`src/rtl/fetch_align_if.sv`:
```
// rtl/fetch_align_if.sv - fetch-side and decode-side handshake bundle for fetch_align
interface fetch_align_if #(
   parameter int PC_WIDTH = 32
);
   logic                fetch_valid;
   logic                fetch_ready;
   logic [PC_WIDTH-1:0] fetch_addr;
   logic [31:0]         fetch_data;
   logic                out_valid;
   logic                out_ready;
   logic [31:0]         out_instr;
   logic [PC_WIDTH-1:0] out_pc;
   logic                out_compressed;
   logic                out_illegal;

   modport master (
      output fetch_valid, fetch_addr, fetch_data, out_ready,
      input  fetch_ready, out_valid, out_instr, out_pc, out_compressed, out_illegal
   );

   modport slave (
      input  fetch_valid, fetch_addr, fetch_data, out_ready,
      output fetch_ready, out_valid, out_instr, out_pc, out_compressed, out_illegal
   );
endinterface

```
`src/rtl/fetch_align.sv`:
```
// rtl/fetch_align.sv - realigns 32-bit fetch words into 16/32-bit instructions with PC
module fetch_align #(
   parameter int DEPTH    = 4,
   parameter int RVC      = 1,
   parameter int PC_WIDTH = 32
) (
   input  logic                clock,
   input  logic                reset,
   input  logic                flush,
   input  logic [PC_WIDTH-1:0] flush_pc,
   fetch_align_if.slave        bus
);
   localparam int PTR_W = $clog2(DEPTH);
   localparam int CNT_W = PTR_W + 1;
   localparam int AW    = PC_WIDTH - 2;
   localparam logic [CNT_W-1:0] DEPTH_C = CNT_W'(DEPTH);

   logic [AW-1:0]       addr_q [DEPTH];
   logic [AW-1:0]       addr_d [DEPTH];
   logic [31:0]         data_q [DEPTH];
   logic [31:0]         data_d [DEPTH];
   logic [PTR_W-1:0]    wr_ptr_q, wr_ptr_d, rd_ptr_q, rd_ptr_d;
   logic [CNT_W-1:0]    count_q, count_d;
   logic                off_q, off_d;
   logic                valid_q, valid_d;
   logic [31:0]         instr_q, instr_d;
   logic [PC_WIDTH-1:0] pc_q, pc_d;
   logic                comp_q, comp_d;
   logic                ill_q, ill_d;

   logic [31:0]         head, nxt;
   logic [PC_WIDTH-1:0] head_pc;
   logic                ext, pop, x_off, x_comp, x_ill;
   logic [31:0]         x_instr;
   logic [PC_WIDTH-1:0] x_pc;
   logic                load, push, fetch_ready;
   logic                unused_bits;

   assign unused_bits = ^{flush_pc[0], bus.fetch_addr[1:0]};
   assign fetch_ready = (count_q < DEPTH_C);

   // Extraction candidate from the head word (and the next word for a straddling 32-bit instruction)
   always_comb begin
      head    = data_q[rd_ptr_q];
      nxt     = data_q[rd_ptr_q + PTR_W'(1)];
      head_pc = {addr_q[rd_ptr_q], 2'b00};
      ext     = 1'b0;
      pop     = 1'b0;
      x_off   = off_q;
      x_instr = 32'h0;
      x_pc    = head_pc;
      x_comp  = 1'b0;
      x_ill   = 1'b0;
      if (count_q != '0) begin
         if (RVC != 0) begin
            if (!off_q) begin
               ext = 1'b1;
               if (head[1:0] != 2'b11) begin
                  x_instr = {16'h0, head[15:0]};
                  x_comp  = 1'b1;
                  x_ill   = (head[15:0] == 16'h0);
                  x_off   = 1'b1;
               end else begin
                  x_instr = head;
                  pop     = 1'b1;
               end
            end else if (head[17:16] != 2'b11) begin
               ext     = 1'b1;
               pop     = 1'b1;
               x_instr = {16'h0, head[31:16]};
               x_pc    = head_pc + PC_WIDTH'(2);
               x_comp  = 1'b1;
               x_ill   = (head[31:16] == 16'h0);
               x_off   = 1'b0;
            end else if (count_q >= CNT_W'(2)) begin
               ext     = 1'b1;
               pop     = 1'b1;
               x_instr = {nxt[15:0], head[31:16]};
               x_pc    = head_pc + PC_WIDTH'(2);
            end
         end else begin
            // Without RVC every word leaves whole; only a post-flush odd start yields a half word
            ext   = 1'b1;
            pop   = 1'b1;
            x_off = 1'b0;
            if (off_q) begin
               x_instr = {16'h0, head[31:16]};
               x_pc    = head_pc + PC_WIDTH'(2);
               x_ill   = 1'b1;
            end else begin
               x_instr = head;
               x_ill   = (head[1:0] != 2'b11);
            end
         end
      end
   end

   always_comb begin
      load     = (!valid_q || bus.out_ready) && ext;
      push     = bus.fetch_valid && fetch_ready && !flush;
      addr_d   = addr_q;
      data_d   = data_q;
      wr_ptr_d = wr_ptr_q;
      rd_ptr_d = rd_ptr_q;
      off_d    = off_q;
      valid_d  = valid_q;
      instr_d  = instr_q;
      pc_d     = pc_q;
      comp_d   = comp_q;
      ill_d    = ill_q;
      if (push) begin
         addr_d[wr_ptr_q] = bus.fetch_addr[PC_WIDTH-1:2];
         data_d[wr_ptr_q] = bus.fetch_data;
         wr_ptr_d         = wr_ptr_q + PTR_W'(1);
      end
      if (load && pop) rd_ptr_d = rd_ptr_q + PTR_W'(1);
      count_d = count_q + CNT_W'(push) - CNT_W'(load && pop);
      if (load) begin
         off_d   = x_off;
         valid_d = 1'b1;
         instr_d = x_instr;
         pc_d    = x_pc;
         comp_d  = x_comp;
         ill_d   = x_ill;
      end else if (bus.out_ready) begin
         valid_d = 1'b0;
      end
      if (flush) begin
         wr_ptr_d = '0;
         rd_ptr_d = '0;
         count_d  = '0;
         off_d    = flush_pc[1];
         valid_d  = 1'b0;
      end
   end

   always_ff @(posedge clock or negedge reset) begin
      if (!reset) begin
         for (int i = 0; i < DEPTH; i++) begin
            addr_q[i] <= '0;
            data_q[i] <= '0;
         end
         wr_ptr_q <= '0;
         rd_ptr_q <= '0;
         count_q  <= '0;
         off_q    <= 1'b0;
         valid_q  <= 1'b0;
         instr_q  <= '0;
         pc_q     <= '0;
         comp_q   <= 1'b0;
         ill_q    <= 1'b0;
      end else begin
         addr_q   <= addr_d;
         data_q   <= data_d;
         wr_ptr_q <= wr_ptr_d;
         rd_ptr_q <= rd_ptr_d;
         count_q  <= count_d;
         off_q    <= off_d;
         valid_q  <= valid_d;
         instr_q  <= instr_d;
         pc_q     <= pc_d;
         comp_q   <= comp_d;
         ill_q    <= ill_d;
      end
   end

   assign bus.fetch_ready    = fetch_ready;
   assign bus.out_valid      = valid_q;
   assign bus.out_instr      = instr_q;
   assign bus.out_pc         = pc_q;
   assign bus.out_compressed = comp_q;
   assign bus.out_illegal    = ill_q;
endmodule

```
`src/flat_wrapper.sv`:
```
// flat-port wrapper written by rule: the top's interface ports become plain ports
module fetch_align_flat 
#(
   parameter int DEPTH    = 4,
   parameter int RVC      = 1,
   parameter int PC_WIDTH = 32
)
  (clock, reset, flush, flush_pc, bus_fetch_valid, bus_fetch_addr, bus_fetch_data, bus_out_ready, bus_fetch_ready, bus_out_valid, bus_out_instr, bus_out_pc, bus_out_compressed, bus_out_illegal);
  fetch_align_if #(.PC_WIDTH(PC_WIDTH)) bus_i ();
  input  logic clock;
  input  logic reset;
  input  logic flush;
  input  logic [PC_WIDTH-1:0] flush_pc;
  input wire logic [$bits(bus_i.fetch_valid)-1:0] bus_fetch_valid;
  input wire logic [$bits(bus_i.fetch_addr)-1:0] bus_fetch_addr;
  input wire logic [$bits(bus_i.fetch_data)-1:0] bus_fetch_data;
  input wire logic [$bits(bus_i.out_ready)-1:0] bus_out_ready;
  output wire logic [$bits(bus_i.fetch_ready)-1:0] bus_fetch_ready;
  output wire logic [$bits(bus_i.out_valid)-1:0] bus_out_valid;
  output wire logic [$bits(bus_i.out_instr)-1:0] bus_out_instr;
  output wire logic [$bits(bus_i.out_pc)-1:0] bus_out_pc;
  output wire logic [$bits(bus_i.out_compressed)-1:0] bus_out_compressed;
  output wire logic [$bits(bus_i.out_illegal)-1:0] bus_out_illegal;
  assign bus_i.fetch_valid = bus_fetch_valid;
  assign bus_i.fetch_addr = bus_fetch_addr;
  assign bus_i.fetch_data = bus_fetch_data;
  assign bus_i.out_ready = bus_out_ready;
  assign bus_fetch_ready = bus_i.fetch_ready;
  assign bus_out_valid = bus_i.out_valid;
  assign bus_out_instr = bus_i.out_instr;
  assign bus_out_pc = bus_i.out_pc;
  assign bus_out_compressed = bus_i.out_compressed;
  assign bus_out_illegal = bus_i.out_illegal;
  fetch_align #(.DEPTH(DEPTH), .RVC(RVC), .PC_WIDTH(PC_WIDTH)) u_core (.clock(clock), .reset(reset), .flush(flush), .flush_pc(flush_pc), .bus(bus_i));
endmodule
```
`config.mk`:
```
export PLATFORM = sky130hd
export DESIGN_NAME = fetch_align_flat
export DESIGN_NICKNAME = d
export VERILOG_FILES = /design/src/rtl/fetch_align_if.sv /design/src/rtl/fetch_align.sv /design/src/flat_wrapper.sv
export SDC_FILE = /design/constraint.sdc
export NUM_CORES = 1
export LEC_CHECK = 0
export CORE_MARGIN = 2
export CORE_UTILIZATION = 50
export DETAILED_ROUTE_END_ITERATION = 8
export PLACE_DENSITY_LB_ADDON = 0.1
export SYNTH_ARGS = -nofsm -noshare
export SYNTH_HDL_FRONTEND = slang
export SYNTH_SLANG_ARGS = --single-unit
export TNS_END_PERCENT = 30
```
`constraint.sdc`:
```
create_clock -name clock -period 5.94 [get_ports clock]
set_input_delay 0.594 -clock clock [delete_from_list [all_inputs] [get_ports clock]]
set_output_delay 0.594 -clock clock [all_outputs]
set_load 0.02 [all_outputs]
```
# Word level (Yosys, flattened, before mapping)
# Index checks and enable logic that the tools add are counted.
# word_totals
wordCells	102
memories	0
input_bits	101
ramBits	0
register_bits	323
rom_bits	0
output_inout_bits	68
latchBits	0
# op_classes
bitwise_logic	3
n_shift	0
order_cmp	6
n_div	0
n_eq_ne	2
n_addsub	5
mul	0
n_mux	52
n_reduce_logical	17
# ops
operator	count
$mux W32	12
$bmux W32 S2	2
$bwmux W128	1
$bwmux W120	1
$mux W30	3
$demux W32 S2	1
$bmux W30 S2	1
$demux W30 S2	1
$add A32 B2 Y32 const B	1
$logic_not A16 Y1	2
$mux W16	2
$mux W1	23
$ge A3 B3 Y1 const B	3
$not A2 Y3	3
$mux W2	4
$reduce_bool A2 Y1	4
$reduce_bool A3 Y1	2
$logic_and A1 B1 Y1	5
$add A2 B1 Y2 const B	2
$ne A2 B2 Y1 const B	2
$add A3 B1 Y3	1
$ge A3 B2 Y1 const B	1
$lt A3 B1 Y1 const B	1
$lt A3 B3 Y1 const B	1
other kinds (5)	6

# Longest topological paths before layout
# depth
word_depth	12
mapped_depth	12

# Worst setup path before layout
# No wires, ideal clock.
# synth_timing
path_type	register to register
start	register u_core.rd_ptr_q[0]
end	register u_core.count_q[2]
path_stages_with_launch	11
arrival_ps	2453
required_ps	5809
slack_ps	3356
period_less_slack_ps	2584
n_path_buf	1
cell_sequence	dfrtp_1 -> buf_6 -> mux4_2 -> a311oi_2 -> ha_1 -> inv_1 -> ha_1 -> inv_1 -> fa_1 -> xnor2_1 -> nor2_1
# synth_between
elab_chain_len	12
word_cells_on_any_way	16
cone_classes	add/sub: 1; eq/ne: 2; mux: 10; bitwise: 1; reduce/logical: 2
# synth_rtl
element	line_no	text
start: declaration	fetch_align.sv:22	logic [PTR_W-1:0] wr_ptr_q, wr_ptr_d, rd_ptr_q, rd_ptr_d;
start signal: assignment	fetch_align.sv:156	rd_ptr_q <= rd_ptr_d;
$not A2 Y3 (not written as such) (*)	fetch_align.sv:44	head = data_q[rd_ptr_q];
$bmux W32 S2 (*)	fetch_align.sv:44	
$mux W32 (not written as such) (*) (2 in series)	fetch_align.sv:44	
$ne A2 B2 Y1	fetch_align.sv:67	end else if (head[17:16] != 2'b11) begin
$mux W1	fetch_align.sv:67	
$mux W1	fetch_align.sv:56	if (!off_q) begin
$mux W1	fetch_align.sv:54	if (count_q != '0) begin
$logic_and A1 B1 Y1	fetch_align.sv:99	load = (!valid_q || bus.out_ready) && ext;
$logic_and A1 B1 Y1 (*)	fetch_align.sv:117	count_d = count_q + CNT_W'(push) - CNT_W'(load && pop);
$sub A3 B1 Y3 (*)	fetch_align.sv:117	
$mux W3 (*)	fetch_align.sv:128	if (flush) begin
named net u_core.count_d[2]	fetch_align.sv:23	logic [CNT_W-1:0] count_q, count_d;
end signal: assignment	fetch_align.sv:157	count_q <= count_d;
end: declaration	fetch_align.sv:23	
# Mark *: on every way through the listed nets, which the timed path passes. The rest lies on a longest branch. The select of a mux whose other input is x is not followed.
# A chain may end at the register's enable or synchronous reset.

# Worst setup path after layout
# layout_timing
start	register u_core.rd_ptr_q[1]
end	register u_core.count_q[2]
# The elaborated chain is that of the path after synthesis.

==> flow_summary_export.csv <==
group,metric,value,unit
run_status,run_status,"completed",
pwr,p_clk_share,22.9,%
drt,routedWlPerCell,20.8,um
run,maxCapViolations,0,
synth,synth_ff_type,"dfrtp_1",
pwr,power_switching,3.14,mW
pwr,p_per_area,569,nW/um^2
global_route,overflow,0,
synth,synth.area.top_cells,"dfrtp_1 55%, mux2_2 22%, mux4_2 9.9%, mux4_1 1.8%, buf_2 1.5%",
clocking,cts_tree,"built",
worst_setup_path,cp.required,6310,ps
global_route,grt_pass1_wl,51000,um
finish,layout.filler_cells,2238,
global_route,grt_max_degree,155,
worst_setup_path,worstPathMaxFanout,42,
drt,drt_first_pass_iters,5,
finish,seq_area,8070,sq um
pwr,irDropWorstVdd,0.000341,V
synth,syn_nets,1072,
pwr,pwr-share-comb,38.2,%
synth,synth.most_common_cell,"dfrtp_1",
timing,worst_pin_slew,886,ps
pwr,pwr-share-seq,38.9,%
timing,hold_viol_final,0,
pwr,p_total,9.88,mW
pwr,p_leak,7.29,nW
finish,antenna_cells,0,
floorplanning,die_h,175,um
drt,via_per_inst,5.69,
timing,min_period,3600,ps
finish,multi_input_area,6110,sq um
synth,syn_avg_cell_area,15.2,sq um
floorplanning,boundaryPins,169,
finish,instances_no_fill,1491,
worst_setup_path,reg2reg_slack,2340,ps
worst_setup_path,endpoint_kind,"flop",
timing,max-slew-margin-rel,40.9,%
pwr,sw_frac_of_total,31.8,%
clocking,clock_latency,500,ps
timing,fin_tns_setup,0,ps
place,dp_hpwl,19100,um
timing,rsz0062_at_grt,"no",
clocking,cts_hold_buf,0,
floorplanning,dieArea,30600,sq um
synth,ys_ff_latch,322,
place,dp_cells,1428,
synth,synth_seq_area_share,55.2,%
hold_path,hp-class,"in -> async",
clocking,clkSinkCount,322,
global_route,antenna_found_initial,1,
timing,setup-violations-final,0,
finish,drive_above_1_share,38.3,%
timing,drv_slew,0,
global_route,grt_pass1_vias,9025,
timing,min_period_over_period,60.7,%
pwr,p_int,6.73,mW
finish,area_delta_synth_final,18.9,%
timing,fmax,277,MHz
clocking,cts_buffers,36,
drt,drc,0,
synth,synth_top_area_share,55.2,%
drt,drt_wl_total,31100,um
place,io_buffers,134,
finish,layout.nets,1192,
synth,synthTopCellsByCount,"322 x dfrtp_1, 281 x mux2_2, 64 x mux4_2, 46 x nor2_1, 43 x buf_2",
clocking,htree_levels,2,
place,gp_congestion,0.763,
synth,yosysWarningCount,0,
drt,antenna_left,0,
drt,drtIter0Drc,455,
synth,yosysTopAreaCell,"dfrtp_1",
synth,ys_async_sr_fraction,100,%
worst_setup_path,critPathArrivalTime,3980,ps
worst_setup_path,crit_type,"reg -> reg",
clocking,clk_pin_slew,60,ps
synth,synth_edf_count,0,
synth,netlist_instances,962,
clocking,post_cts_buffers,0,
floorplanning,placementRows,62,
floorplanning,start_util,50.9,%
floorplanning,coreArea,28700,sq um
synth,syn-cell-area,14600,sq um
worst_setup_path,cp-start-kind,"flop",
global_route,track_usage,21.2,%
clocking,clock-root-buffer,"clkbuf_16",
clocking,clk_path_buf_depth,3,
clocking,ctsResizeCount,0,
synth,synth.distinct_cells,45,
floorplanning,die_w,175,um
timing,finClkSkew,12.1,ps
drt,via_count,8482,
==> cells by family (layout without fill, tap and decap cells) <==
group | count (synthesis) | after routing | share of synthesized area, %
muxes | 362 | 362 | 33.8
DFF | 322 | 322 | 55.2
and+or+nand+nor | 134 | 134 | 4.23
buffers and inverters | 77 | 222 | 2.99
AOI/OAI and AO/OA | 54 | 54 | 2.69
adders and majority gates | 9 | 9 | 0.823
xor gates and xnor gates | 3 | 3 | 0.180
other | 1 | 1 | 0.0257
==> worst paths after layout <==
check | from | endpoint | cells after the start
max | u_core.rd_ptr_q[1]$_DFFE_PN0P_ | u_core.count_q[2]$_DFF_PN0_ | 11
max reg2reg | u_core.rd_ptr_q[1]$_DFFE_PN0P_ | u_core.count_q[2]$_DFF_PN0_ | 11
min reg2reg | u_core.data_q[19]$_DFFE_PN0P_ | u_core.data_q[19]$_DFFE_PN0P_ | 1
max in group asynchronous | reset | u_core.addr_q[71]$_DFFE_PN0P_ | 2
min in group clock | u_core.data_q[19]$_DFFE_PN0P_ | u_core.data_q[19]$_DFFE_PN0P_ | 1
min | reset | u_core.data_q[102]$_DFFE_PN0P_ | 1
==> worst max-delay path: stages, from the launching register on <==
cell and delay (ps):
dfrtp_4 910, buf_4 470, mux4_2 410, a21oi_1 380
a311oi_2 140, ha_1 320, inv_1 50, ha_1 130
inv_1 50, fa_1 390, xnor2_1 160, nor2_1 50
==> layout by cell type (no fill, tap or decap), types with 6 or more instances in the layout <==
master / count
clkbuf_8: 7
mux2i_1: 6
nand2_1: 42
nor2_1: 46
inv_1: 11
a21oi_1: 11
buf_4: 13
mux4_1: 10
clkbuf_16: 37
ha_1: 8
mux2_2: 281
a31oi_1: 24
clkbuf_1: 12
nand2b_1: 16
a2bb2oi_1: 6
clkdlybuf4s50_1: 133
dfrtp_1: 320
mux4_2: 64
==> per-stage QoR <==
step	instance area [sq um]	hold slack, ps	utilization [%]	setup slack (ps)
after floorplan	14600	298	-	3360
after global routing	17400	199	60.5	2140
after detailed placement	16200	488	56.3	2330
final	17400	146	60.5	2340
after global placement	16200	481	56.3	2340
after CTS	17400	181	60.5	2320
==> layer usage <==
layer	track usage [%]	share of wire [%]	wire, um
met1	29.4	44	13800
met2	34.8	48	14900
met3	4.68	5.9	1820
met4	4.55	1.7	520
met5	0	0.042	13
==> flip-flops by register name, summed over array words and instances, names as in the netlist, 2 cells and up <==
signal	cells
u_core.bus.out_instr	32
u_core.bus.out_pc	31
u_core.rd_ptr_q	2
u_core.data_q	128
u_core.wr_ptr_q	2
u_core.count_q	3
u_core.addr_q	120
==> power by group through the flow <==
stage | logic [mW] | clock network (mW) | registers (mW)
after floorplan | 2.59 | 0 | 3.91
after global placement | 3.76 | 0 | 3.85
after detailed placement | 3.82 | 0 | 3.88
after CTS | 3.83 | 2.32 | 3.85
after global routing | 4.10 | 2.41 | 3.99
final | 3.77 | 2.26 | 3.85
==> cell type report <==
| class | count | share of cell area (%) |
|---|---|---|
| inverter | 11 | 0.238 |
| sequential | 322 | 46.5 |
| clock inverter | 7 | 0.778 |
| clock buffer | 56 | 6.15 |
| tap | 384 | 2.77 |
| multi-input combinational | 563 | 35.2 |
| timing repair buffer | 148 | 8.43 |
No activity file was read; power rests on OpenSTA's default activity.
